## src/rtl/sudoku_job_scheduler.sv

```systemverilog
// Round-robin scheduler sharing one sudoku solver among N_REQ requesters.
// Define SUDOKU_WATCHDOG_EN to add the WAIT-phase watchdog with solver reset.
module sudoku_job_scheduler #(
    parameter int N_REQ      = 2,
    parameter int TIMEOUT    = 4096,
    parameter int GAP_CYCLES = 2
) (
    input  logic               clk,
    input  logic               rst_n,
    input  logic [N_REQ-1:0]   req,
    output logic [N_REQ-1:0]   grant,
    input  logic [N_REQ-1:0]   src_valid,
    input  logic [4*N_REQ-1:0] src_data,
    output logic               slv_in_valid,
    output logic [3:0]         slv_in,
    input  logic               slv_out_valid,
    input  logic [3:0]         slv_out,
    output logic               slv_rst_n,
    output logic [N_REQ-1:0]   dst_valid,
    output logic [3:0]         dst_data,
    output logic [N_REQ-1:0]   job_done,
    output logic [N_REQ-1:0]   job_err,
    output logic               busy
);
    localparam int          IW        = (N_REQ > 1) ? $clog2(N_REQ) : 1;
    localparam int          GW        = $clog2(GAP_CYCLES + 1);
    localparam int unsigned NR        = N_REQ;
    localparam logic [6:0]  LAST_CELL = 7'd80;

    if (N_REQ < 2 || N_REQ > 8 || GAP_CYCLES < 2 || TIMEOUT < 2 || TIMEOUT > 8192) begin : g_bad_params
        $error("sudoku_job_scheduler: parameter out of range");
    end

    typedef enum logic [2:0] {S_IDLE, S_LOAD, S_WAIT, S_RETURN, S_GAP} state_t;

    state_t           state_q, state_d;
    logic [IW-1:0]    ptr_q, ptr_d, g_q, g_d, g_next, arb_idx;
    logic             arb_hit;
    int unsigned      idx;
    logic [N_REQ-1:0] grant_q, grant_d;
    logic [6:0]       cnt_q, cnt_d;
    logic             started_q, started_d, gap_seen_q, gap_seen_d;
    logic [GW-1:0]    gcnt_q, gcnt_d;
    logic             in_valid_q, in_valid_d;
    logic [3:0]       in_q, in_d, dst_q, dst_d;
    logic [N_REQ-1:0] dst_valid_q, dst_valid_d, done_q, done_d, err_q, err_d;
`ifdef SUDOKU_WATCHDOG_EN
    logic [12:0]      wcnt_q, wcnt_d;
    logic             srst_q, srst_d, hold_q, hold_d;
`endif

    // First requesting index at or after the pointer, wrapping.
    always_comb begin
        arb_hit = 1'b0;
        arb_idx = '0;
        idx     = 0;
        for (int unsigned k = 0; k < NR; k++) begin
            idx = (32'(ptr_q) + k) % NR;
            if (!arb_hit && req[IW'(idx)]) begin
                arb_hit = 1'b1;
                arb_idx = IW'(idx);
            end
        end
    end

    assign g_next = (g_q == IW'(N_REQ - 1)) ? '0 : g_q + 1'b1;

    always_comb begin
        state_d     = state_q;
        ptr_d       = ptr_q;
        g_d         = g_q;
        grant_d     = grant_q;
        cnt_d       = cnt_q;
        started_d   = started_q;
        gap_seen_d  = gap_seen_q;
        gcnt_d      = gcnt_q;
        in_valid_d  = 1'b0;
        in_d        = '0;
        dst_valid_d = '0;
        dst_d       = '0;
        done_d      = '0;
        err_d       = '0;
`ifdef SUDOKU_WATCHDOG_EN
        wcnt_d      = wcnt_q;
        hold_d      = 1'b0;
        srst_d      = !hold_q;
`endif
        case (state_q)
            S_IDLE: begin
                if (arb_hit) begin
                    g_d              = arb_idx;
                    grant_d          = '0;
                    grant_d[arb_idx] = 1'b1;
                    cnt_d            = '0;
                    started_d        = 1'b0;
                    gap_seen_d       = 1'b0;
                    state_d          = S_LOAD;
                end
            end
            S_LOAD: begin
                // Once the first cell arrives the stream never stalls; holes become empty cells.
                if (started_q || src_valid[g_q]) begin
                    in_valid_d = 1'b1;
                    started_d  = 1'b1;
                    cnt_d      = cnt_q + 1'b1;
                    if (src_valid[g_q]) begin
                        in_d = src_data[{g_q, 2'b00} +: 4];
                    end else if (!gap_seen_q) begin
                        err_d      = grant_q;
                        gap_seen_d = 1'b1;
                    end
                    if (cnt_q == LAST_CELL) begin
                        cnt_d   = '0;
                        state_d = S_WAIT;
`ifdef SUDOKU_WATCHDOG_EN
                        wcnt_d  = '0;
`endif
                    end
                end else if (!req[g_q]) begin
                    grant_d = '0;
                    ptr_d   = g_next;
                    gcnt_d  = '0;
                    state_d = S_GAP;
                end
            end
            S_WAIT: begin
                if (slv_out_valid) begin
                    dst_valid_d = grant_q;
                    dst_d       = slv_out;
                    cnt_d       = 7'd1;
                    state_d     = S_RETURN;
                end
`ifdef SUDOKU_WATCHDOG_EN
                else if (wcnt_q == 13'(TIMEOUT - 1)) begin
                    srst_d  = 1'b0;
                    hold_d  = 1'b1;
                    err_d   = grant_q;
                    grant_d = '0;
                    ptr_d   = g_next;
                    gcnt_d  = '0;
                    state_d = S_GAP;
                end else begin
                    wcnt_d = wcnt_q + 1'b1;
                end
`endif
            end
            S_RETURN: begin
                if (slv_out_valid) begin
                    dst_valid_d = grant_q;
                    dst_d       = slv_out;
                    cnt_d       = cnt_q + 1'b1;
                    if (cnt_q == LAST_CELL) begin
                        done_d  = grant_q;
                        grant_d = '0;
                        ptr_d   = g_next;
                        gcnt_d  = '0;
                        cnt_d   = '0;
                        state_d = S_GAP;
                    end
                end
            end
            S_GAP: begin
                if (gcnt_q == GW'(GAP_CYCLES - 1)) begin
                    state_d = S_IDLE;
                end else begin
                    gcnt_d = gcnt_q + 1'b1;
                end
            end
            default: state_d = S_IDLE;
        endcase
    end

    always_ff @(posedge clk or negedge rst_n) begin
        if (!rst_n) begin
            state_q     <= S_IDLE;
            ptr_q       <= '0;
            g_q         <= '0;
            grant_q     <= '0;
            cnt_q       <= '0;
            started_q   <= 1'b0;
            gap_seen_q  <= 1'b0;
            gcnt_q      <= '0;
            in_valid_q  <= 1'b0;
            in_q        <= '0;
            dst_valid_q <= '0;
            dst_q       <= '0;
            done_q      <= '0;
            err_q       <= '0;
        end else begin
            state_q     <= state_d;
            ptr_q       <= ptr_d;
            g_q         <= g_d;
            grant_q     <= grant_d;
            cnt_q       <= cnt_d;
            started_q   <= started_d;
            gap_seen_q  <= gap_seen_d;
            gcnt_q      <= gcnt_d;
            in_valid_q  <= in_valid_d;
            in_q        <= in_d;
            dst_valid_q <= dst_valid_d;
            dst_q       <= dst_d;
            done_q      <= done_d;
            err_q       <= err_d;
        end
    end

`ifdef SUDOKU_WATCHDOG_EN
    always_ff @(posedge clk or negedge rst_n) begin
        if (!rst_n) begin
            wcnt_q <= '0;
            srst_q <= 1'b1;
            hold_q <= 1'b0;
        end else begin
            wcnt_q <= wcnt_d;
            srst_q <= srst_d;
            hold_q <= hold_d;
        end
    end
    assign slv_rst_n = srst_q;
`else
    assign slv_rst_n = 1'b1;
`endif

    assign grant        = grant_q;
    assign slv_in_valid = in_valid_q;
    assign slv_in       = in_q;
    assign dst_valid    = dst_valid_q;
    assign dst_data     = dst_q;
    assign job_done     = done_q;
    assign job_err      = err_q;
    assign busy         = (state_q != S_IDLE);

endmodule

```

## config.mk

```make
export PLATFORM = sky130hd
export DESIGN_NAME = sudoku_job_scheduler
export DESIGN_NICKNAME = d
export VERILOG_FILES = /design/src/rtl/sudoku_job_scheduler.sv
export SDC_FILE = /design/constraint.sdc
export NUM_CORES = 1
export LEC_CHECK = 0
export BUFFER_PORTS_ARGS = -buffer_cell sky130_fd_sc_hd__buf_4
export CELL_PAD_IN_SITES_DETAIL_PLACEMENT = 1
export CELL_PAD_IN_SITES_GLOBAL_PLACEMENT = 2
export CORE_ASPECT_RATIO = 1.25
export CORE_MARGIN = 2
export CORE_UTILIZATION = 34
export CTS_BUF_LIST = sky130_fd_sc_hd__clkbuf_8
export CTS_CLUSTER_DIAMETER = 200
export DETAILED_ROUTE_END_ITERATION = 8
export HOLD_SLACK_MARGIN = 0.05
export PLACE_DENSITY_LB_ADDON = 0.05
export SYNTH_ARGS = -nofsm -noshare
export SYNTH_HDL_FRONTEND = slang
export SYNTH_SLANG_ARGS = --single-unit
```

## constraint.sdc

```tcl
create_clock -name clk -period 2.3 [get_ports clk]
set_input_delay 0.46 -clock clk [delete_from_list [all_inputs] [get_ports clk]]
set_output_delay 0.46 -clock clk [all_outputs]
set_load 0.02 [all_outputs]
```

== Word-level counts from Yosys, hierarchy flattened ==
Cells that the tools add are included.

* Word-level logic and storage cells: 127
* Bits in registers: 33
* Output and inout port bits: 19
* Bits of input ports: 19

* Add/sub/neg operators: 4
* $lt $le $gt $ge: 5
* Shift-type cells: 1
* Multiplexer cells: 65
* Reductions and logical operators: 20
* Eq/ne operators: 18

{| class="wikitable"
|+ Operators by type and width
! kind !! count
|-
| $mux W7 || 5
|-
| $mux W2 || 15
|-
| $pmux W7 S4 || 1
|-
| $mux W1 || 24
|-
| $mux W3 || 8
|-
| $mux W4 || 5
|-
| $ne A2 B2 Y1 const B || 10
|-
| $pmux W3 S5 || 1
|-
| $pmux W2 S3 || 2
|-
| $reduce_and A6 Y1 || 2
|-
| $reduce_and A5 Y1 || 2
|-
| $reduce_bool A3 Y1 || 3
|-
| $lt A1 B2 Y1 const B || 4
|-
| $shiftx A8 B4 Y4 || 1
|-
| $add A7 B1 Y7 const B || 1
|-
| $eq A7 B7 Y1 const B || 1
|-
| $reduce_and A7 Y1 || 1
|-
| $eq A3 B2 Y1 const B || 2
|-
| $ne A3 B3 Y1 const B || 2
|-
| $pmux W1 S2 || 3
|-
| $reduce_and A4 Y1 || 1
|-
| $reduce_bool A2 Y1 || 2
|-
| $reduce_bool A4 Y1 || 1
|-
| $eq A3 B1 Y1 const B || 1
|-
| other kinds (13) || 15
|}

== Depth between registers and ports, before layout ==
Gate-level depths: netlist (run 1).

* Depth in word-level cells: 12
* Mapped depth: 6
* Mapped depth without buffers: 5

== Worst setup path before layout (run 1) ==
OpenSTA, ideal clock, no wires.

* Path type: input port to flip-flop
* Start point: input port req[0]
* End point: register cnt_q[6]
* Arrival: 1.531 ns
* Setup time: 0.122 ns
* Buffers on the path: 2
* Required time: 2.178 ns
* Cell stages on the path: 6
* Path slack: 0.647 ns
* Cell sequence: buf_2 > nor3_2 > a2111oi_4 > or2_1 > buf_6 > a32o_1

* Cells in the longest elaborated chain, start to end: 8
* Elaborated cells between the ends (all ways): 10
* Those cells by class: eq/ne: 1; mux: 6; reduce/logical: 3

{| class="wikitable"
|+ Ends and longest elaborated chain
! what !! line !! source
|-
| start, declared || 10 || <nowiki>input logic [N_REQ-1:0] req,</nowiki>
|-
| $mux W1 (not written as such) (2 in series) || 59 || <nowiki>if (!arb_hit && req[IW'(idx)]) begin</nowiki>
|-
| $mux W1 || 59 ||
|-
| $logic_not A1 Y1 || 59 ||
|-
| $logic_and A1 B1 Y1 || 59 ||
|-
| $mux W1 (*) || 59 ||
|-
| $ne A2 B2 Y1 (no line) (*) || n/a ||
|-
| $reduce_and A5 Y1 (no line) (*) || n/a ||
|-
| end signal, assigned || 194 || <nowiki>cnt_q <= cnt_d;</nowiki>
|-
| end, declared || 41 || <nowiki>logic [6:0] cnt_q, cnt_d;</nowiki>
|}

Every way passes the cells marked *; elsewhere a longest branch is shown, timed or not. The select of a mux whose other input is x is not followed.
A chain may end at the register's enable or synchronous reset.

== Final worst setup path (run 1) ==
* Start point: register g_q
* End point: register cnt_q[1]

* Cells in the longest elaborated chain, start to end: 5

{| class="wikitable"
|+ Ends and longest elaborated chain
! what !! line !! source
|-
| start, declared || 37 || <nowiki>logic [IW-1:0] ptr_q, ptr_d, g_q, g_d, g_next, arb_idx;</nowiki>
|-
| start signal, assigned || 192 || <nowiki>g_q <= g_d;</nowiki>
|-
| $mux W1 (not written as such) (2 in series) || 102 || <nowiki>if (started_q || src_valid[g_q]) begin</nowiki>
|-
| $logic_or A1 B1 Y1 || 102 ||
|-
| $ne A2 B2 Y1 (no line) || n/a ||
|-
| $reduce_and A5 Y1 (no line) || n/a ||
|}

Every way passes these cells. The select of a mux whose other input is x is not followed.

==> results by group, run 1 <==
Pwr
  • Pleak: around 0.00097 µW
  • Pwr/cell area: 1239 nW/µm²
  • Worst VDD drop: 531.2 µV

Floorplanning
  • Die width: about 67 µm
  • Initial Utilization: around a third
  • Die area: 5528 µm²
  • Die H: roughly 83 µm
  • Row count: 28
  • Top-level I/O count: 38
  • Core Area: around 4800 µm²

Clock network
  • Clock tree buffer depth: 2
  • Clk pin slew, worst setup/hold paths: approximately 70 ps
  • PostCTS Resize Cnt: 0
  • Hold_buf cts: 0
  • CTS Buf Count: 5
  • CTS H-Tree Depth: 2
  • Clock Tree Root: clkbuf_8
  • Setup Buffers After CTS: 0
  • CTS tree: built
  • Worst skew pair latency: 290 ps
  • CTS Sinks: 33

Timing
  • Hold violation count in the final report: 0
  • Minimum clock period: 1951 ps
  • Final setup vio count: 0
  • Setup TNS: 0 ps
  • Part of the cycle the worst path needs: roughly 85%
  • Worst Skew: ~10 ps
  • Final hold slack: about 110 ps
  • Peak Freq: roughly 500 MHz
  • Final Slew Violations: 0
  • Worst Max-Slew Pin Slew: 623.7 ps
  • RSZ-0062 raised after global routing: no
  • Slew Limit Headroom: just under 60%

Synth
  • Cells after Synth: ~160
  • Seq/Total Area, Yosys: 49.11%
  • Yosys reg bits: 33
  • Synth Cell Area: 1682 µm²
  • Mean Syn Cell Area: a little over 10 µm²
  • Net Count, Synth: between 150 and 200
  • Post-synthesis cell type count: between 40 and 50
  • Syn. warnings: 0
  • Fraction of registers with async set/reset: 100.0%
  • EDFF count, synth: 0
  • Top FF cell, synth: dfrtp_1

Drt
  • First drt pass iteration count: 4
  • Drt via density: ~5.2
  • DRC Markers: 0
  • Drt wl/cell: around 15 µm
  • Routed via count: about 1,400
  • Detailed-route wire length: between 3000 and 4000 µm
  • Final ANT Viol Nets: 0
  • DR iter-0 viols: 29

Critical path
  • CP endpoint kind: flop
  • Critical path data required time: 2510 ps
  • CP Class: reg -> reg
  • Worst setup path start: g_q
  • R2r setup slk: about 350 ps
  • Reg2reg end: cnt_q[1]
  • CP arrival: 2160 ps
  • R2R cell count: 4
  • Reg2reg start: g_q
  • Critical path destination: cnt_q[1]
  • Critical-path maximum fanout: 10
  • CP Launch Type: flop

Run status
  • Outcome: finished clean

Job
  • Max_cap viols: 0

GRT
  • Vias in the first global route: 1,385
  • Initial antenna violation count: 0
  • Largest net degree at the start of global routing: 34
  • First-pass GRT wire length: around 6600 µm
  • GRT Overall Usage: between 10% and 20%
  • Grt ovf: 0

Layout
  • Layout cells sized above 1: between 20 and 30%
  • Number of inserted diodes: 0
  • Final nets: around 220
  • Area Overhead vs Synth: 22.77%
  • Layout Utilization: a little over two fifths
  • Most frequent cells in the layout: buf_4, dfrtp_1, nor2_1, inv_1, nor3_1
  • Most common library cell in the layout ignoring fill and taps: buf_4

Placement
  • GPL Wtd Cong: roughly 0.73
  • Number of port buffers: 36
  • Post-DP HPWL: roughly 2900 µm

Min path
  • Worst Hold Class: in -> async
state kept, by name, summed over array words and instances, names as in the netlist:
name,cells
slv_in_valid,1
grant,2
g_q,1
dst_data,4
job_err,2
dst_valid,2
ptr_q,1
cnt_q,7
gcnt_q,2
started_q,1
state_q,3
job_done,2
slv_in,4
gap_seen_q,1
final cells by class:
cell class | count | area, µm²
Timing Repair Buffer | 38 | 285.3
Fill cell | 577 | 2700
Sequential cell | 33 | 825.8
Clock buffer | 6 | 82.58
Inverter | 9 | 33.78
Clock inverter | 1 | 3.754
Tap cell | 60 | 75.07
Multi-Input combinational cell | 112 | 758.2
worst min path at each step:
stage / start / endpoint / slack (ps) / depth (start not counted)
after floorplan: rst_n / cnt_q[0] / 160 / 0
after global placement: rst_n / gap_seen_q / 420 / 1
after detailed placement: rst_n / job_err[0] / 430 / 1
after CTS: rst_n / cnt_q[3] / 120 / 1
final: rst_n / state_q[0] / 110 / 1
after global routing: rst_n / state_q[0] / 130 / 1
kinds of logic after synthesis:
family / count (synthesis) / synth area share [%]
other: 1 / 0.2230
adders and majority gates: 3 / 2.232
muxes: 8 / 5.059
DFF: 33 / 49.11
buffers and inverters: 19 / 5.803
AOI/OAI and AO/OA: 35 / 16.22
and+or+nand+nor: 65 / 21.36
per-stage QoR:
stage                     setup slack, ps  power [µW]  area (µm²)  instances
after floorplan                     647.1        1820        1682        164
after global placement              421.1        2115        1978        252
after detailed placement            325.4        2151        1978        252
after CTS                           308.1        2606        2064        259
after global routing                192.3        2791        2064        259
final                               349.1        2558        2064        259
critical path, cell delays in order (launching register included):
cell and delay [ps]:
dfrtp_1 530, mux2i_2 250, a2111oi_4 510, or2_1 330
mux2i_1 240
report_power, final:
group          internal, µW  switching (µW)
combinational           512             629
clock                   233             201
sequential              751             232
Yosys cell counts (all sizes together), types with 2 or more instances:
master | n | area (µm²)
nand3 | 6 | 30.03
ha | 3 | 37.54
a32o | 5 | 50.05
a31oi | 3 | 18.77
buf | 6 | 47.54
nor2b | 4 | 32.53
a21oi | 5 | 25.02
o2bb2ai | 2 | 17.52
nor2 | 16 | 60.06
clkbuf | 4 | 16.26
inv | 9 | 33.78
or2 | 4 | 25.03
dfrtp | 33 | 825.8
o22ai | 4 | 25.02
nor3 | 11 | 60.06
o21ai | 7 | 35.03
mux2i | 7 | 73.82
nand4 | 3 | 18.77
nand2 | 9 | 33.78
and2 | 5 | 31.28
layer usage:
| layer | GRT usage (%) | vias to the layer above | part of all wire (%) |
|---|---|---|---|
| met5 | 0 | - | 0 |
| met4 | 6.735 | 0 | 1.7 |
| met3 | 4.065 | 7 | 4.0 |
| met2 | 27.60 | 25 | 51 |
| met1 | 19.54 | 667 | 43 |
| li1 | - | 656 | - |
Note: power is estimated with default switching activity, not from simulation.
==> run 2: changes to the inputs <==
Clock period 2.3 ns to 1.8 ns, I/O delays scaled along.
==> run 2 against run 1 <==
Compared with the run above: power grew 37%; clock skew down 7.7 ps; count of clock-buffer cells in the layout shrank 1; via count up 4.7%; final cell count grew 5.4%; final area increased by 6.4%; combinational power up 54%; wire length up 12%; sequential share of layout area down 2.2 points; register-to-register slack got worse by 280 ps; largest cell class unchanged; largest power group unchanged.
==> results by group, run 2 (same netlist as run 1, synthesis figures left out) <==
Run status
  • Outcome: finished clean

Critical path
  • R2r setup slk: 70 ps (-280 ps)
  • CP arrival: 1390 ps (-770 ps)
  • Critical-path maximum fanout: 8 (-2)
  • Critical path data required time: 1440 ps (-1070 ps)
  • CP Launch Type: flop
  • CP Class: reg -> out
  • CP endpoint kind: output port

Layout
  • Area Overhead vs Synth: 30.65%
  • Number of fill cells: 581 (+0.69%)
  • Most common library cell in the layout ignoring fill and taps: buf_4
  • Layout cells sized above 1: 35.68% (+8.0 points)
  • Final instance area: 2197 µm² (+6.4%)
  • Final nets: 234 (+5.9%)
  • Most frequent cells in the layout: buf_4, dfrtp_1, nor2_1, inv_1
  • Biggest register: cnt_q
  • Number of inserted diodes: 0 (unchanged)
  • Max FFs per register: 7 (unchanged)

Timing
  • Setup TNS: 0 ps (unchanged)
  • Worst Skew: 2.348 ps (-7.658 ps)
  • Hold violation count in the final report: 0 (unchanged)
  • RSZ-0062 raised after global routing: yes
  • Part of the cycle the worst path needs: between 90% and 100%
  • Final Slew Violations: 0 (unchanged)
  • Minimum clock period: about 1800 ps
  • Worst setup margin: 46.97 ps (-302.1 ps)
  • Peak Freq: approximately 570 MHz
  • Final setup vio count: 0 (unchanged)

Clock network
  • Worst skew pair latency: 280 ps (about the same)
  • Clock tree buffer depth: 2 (unchanged)
  • Clock Tree Root: clkbuf_8
  • Clk pin slew, worst setup/hold paths: 70 ps (about the same)
  • CTS Buf Count: 5 (unchanged)
  • CTS Sinks: 33 (unchanged)
  • CTS tree: built
  • CTS H-Tree Depth: 2 (unchanged)

Floorplanning
  • Die area: 5528 µm² (unchanged)
  • Row count: 28 (unchanged)
  • Initial Utilization: 35.29% (unchanged)
  • Core Area: 4765 µm² (unchanged)
  • Top-level I/O count: 38 (unchanged)
  • Die width: 66.90 µm (unchanged)
  • Die H: 82.63 µm (unchanged)

Pwr
  • Combinational Power Share: 50.4% (+5.8 points)
  • Clock share of power: 15.3% (-1.7 points)
  • Pwr/cell area: 1591 nW/µm² (+28%)
  • Sequential Power Share: 34.3% (-4.1 points)
  • Net Sw Power: 1454 µW (+37%)
  • Internal: 2041 µW (+36%)
  • Pleak: 0.001031 µW (+6.3%)
  • Worst VDD drop: 495.7 µV (-6.7%)
  • Sw frac: 41.59% (+0.061 points)

Placement
  • Number of port buffers: 36 (unchanged)
  • Worst slack, placed: 51.03 ps (-274.4 ps)
  • Post-DP HPWL: 3296 µm (+15%)
  • GPL Wtd Cong: 0.8015 (+9.9%)
  • Placed cell area: 2053 µm² (+3.8%)

GRT
  • Grt ovf: 0 (unchanged)
  • Largest net degree at the start of global routing: 34 (unchanged)
  • First-pass GRT wire length: 7341 µm (+11%)
  • Initial antenna violation count: 0 (unchanged)
  • GRT Overall Usage: 17.80% (+1.6 points)
  • Vias in the first global route: 1,517 (+9.5%)

Drt
  • Final ANT Viol Nets: 0 (unchanged)
  • Drt wl/cell: 15.87 µm (+6.5%)
  • Detailed-route wire length: 4332 µm (+12%)
  • Drt via density: 5.198 (-0.65%)
  • Routed via count: 1,419 (+4.7%)
  • DR iter-0 viols: 47 (+62%)
  • First drt pass iteration count: 4 (unchanged)
  • DRC Markers: 0 (unchanged)

Job
  • Max_cap viols: 0 (unchanged)

Min path
  • Worst Hold Class: in -> reg
==> run 2: cell count changes in the layout (fill, tap and decap cells not counted), sizes merged <==
cell | previous run | this run
buf | 38 | 50
clkinv | 0 | 2
clkbuf | 6 | 5
dlygate4sd3 | 0 | 1
==> run 2: timing repair <==
item | in CTS | in global routing
setup endpoints to repair | 1 | 6
buffers inserted | 0 | 2
hold buffers | 1 | 0
pin swaps | 0 | 4
resized for setup | 1 | 8
hold endpoints to repair | 33 | 0
==> run 2: layer usage <==
layer	track usage [%]	wire, µm	vias up
li1	-	-	679
met1	19.49	1708	709
met2	33.50	2413	25
met3	3.794	158	6
met4	6.327	52	0
met5	0	0	-
==> run 2: per-stage QoR <==
stage | util (%) | total power (µW) | std cells | hold WS [ps]
after floorplan | - | 2326 | 164 | 64.41
after global placement | 43.09 | 2845 | 262 | 325.5
after detailed placement | 43.09 | 2909 | 262 | 333.0
after CTS | 45.14 | 3470 | 271 | 277.9
after global routing | 46.11 | 3786 | 273 | 280.2
final | 46.11 | 3495 | 273 | 279.3
==> run 2: worst max-delay path: stages (launching register included) <==
cell,delay (ps)
dfrtp_2,460
buf_4,180
nor3_2,230
inv_1,80
buf_4,160
==> run 2: power groups by stage <==
stage | Clock (µW) | Sequential (µW) | Combinational (µW)
after floorplan | 0 | 1220 | 1100
after global placement | 0 | 1190 | 1660
after detailed placement | 0 | 1210 | 1700
after CTS | 555 | 1200 | 1720
after global routing | 584 | 1230 | 1970
final | 533 | 1200 | 1760
==> run 2: worst paths after layout <==
| kind | from | cells after the start | to |
|---|---|---|---|
| max | state_q[2] | 4 | busy |
| min | slv_out[2] | 2 | dst_data[2] |
| max reg2reg | cnt_q[2] | 6 | state_q[1] |
| min reg2reg | gap_seen_q | 1 | job_err[0] |
| max in group asynchronous | rst_n | 2 | cnt_q[2] |
| min in group asynchronous | rst_n | 2 | gap_seen_q |
==> run 2: cell type report <==
type	count	area, µm²	share of cell area, %
tap	60	75.07	3.417
clock inverter	3	13.76	0.6264
clock buffer	5	68.82	3.132
multi-input combinational	112	789.5	35.93
sequential	33	830.8	37.81
inverter	9	33.78	1.538
timing repair buffer	51	385.4	17.54
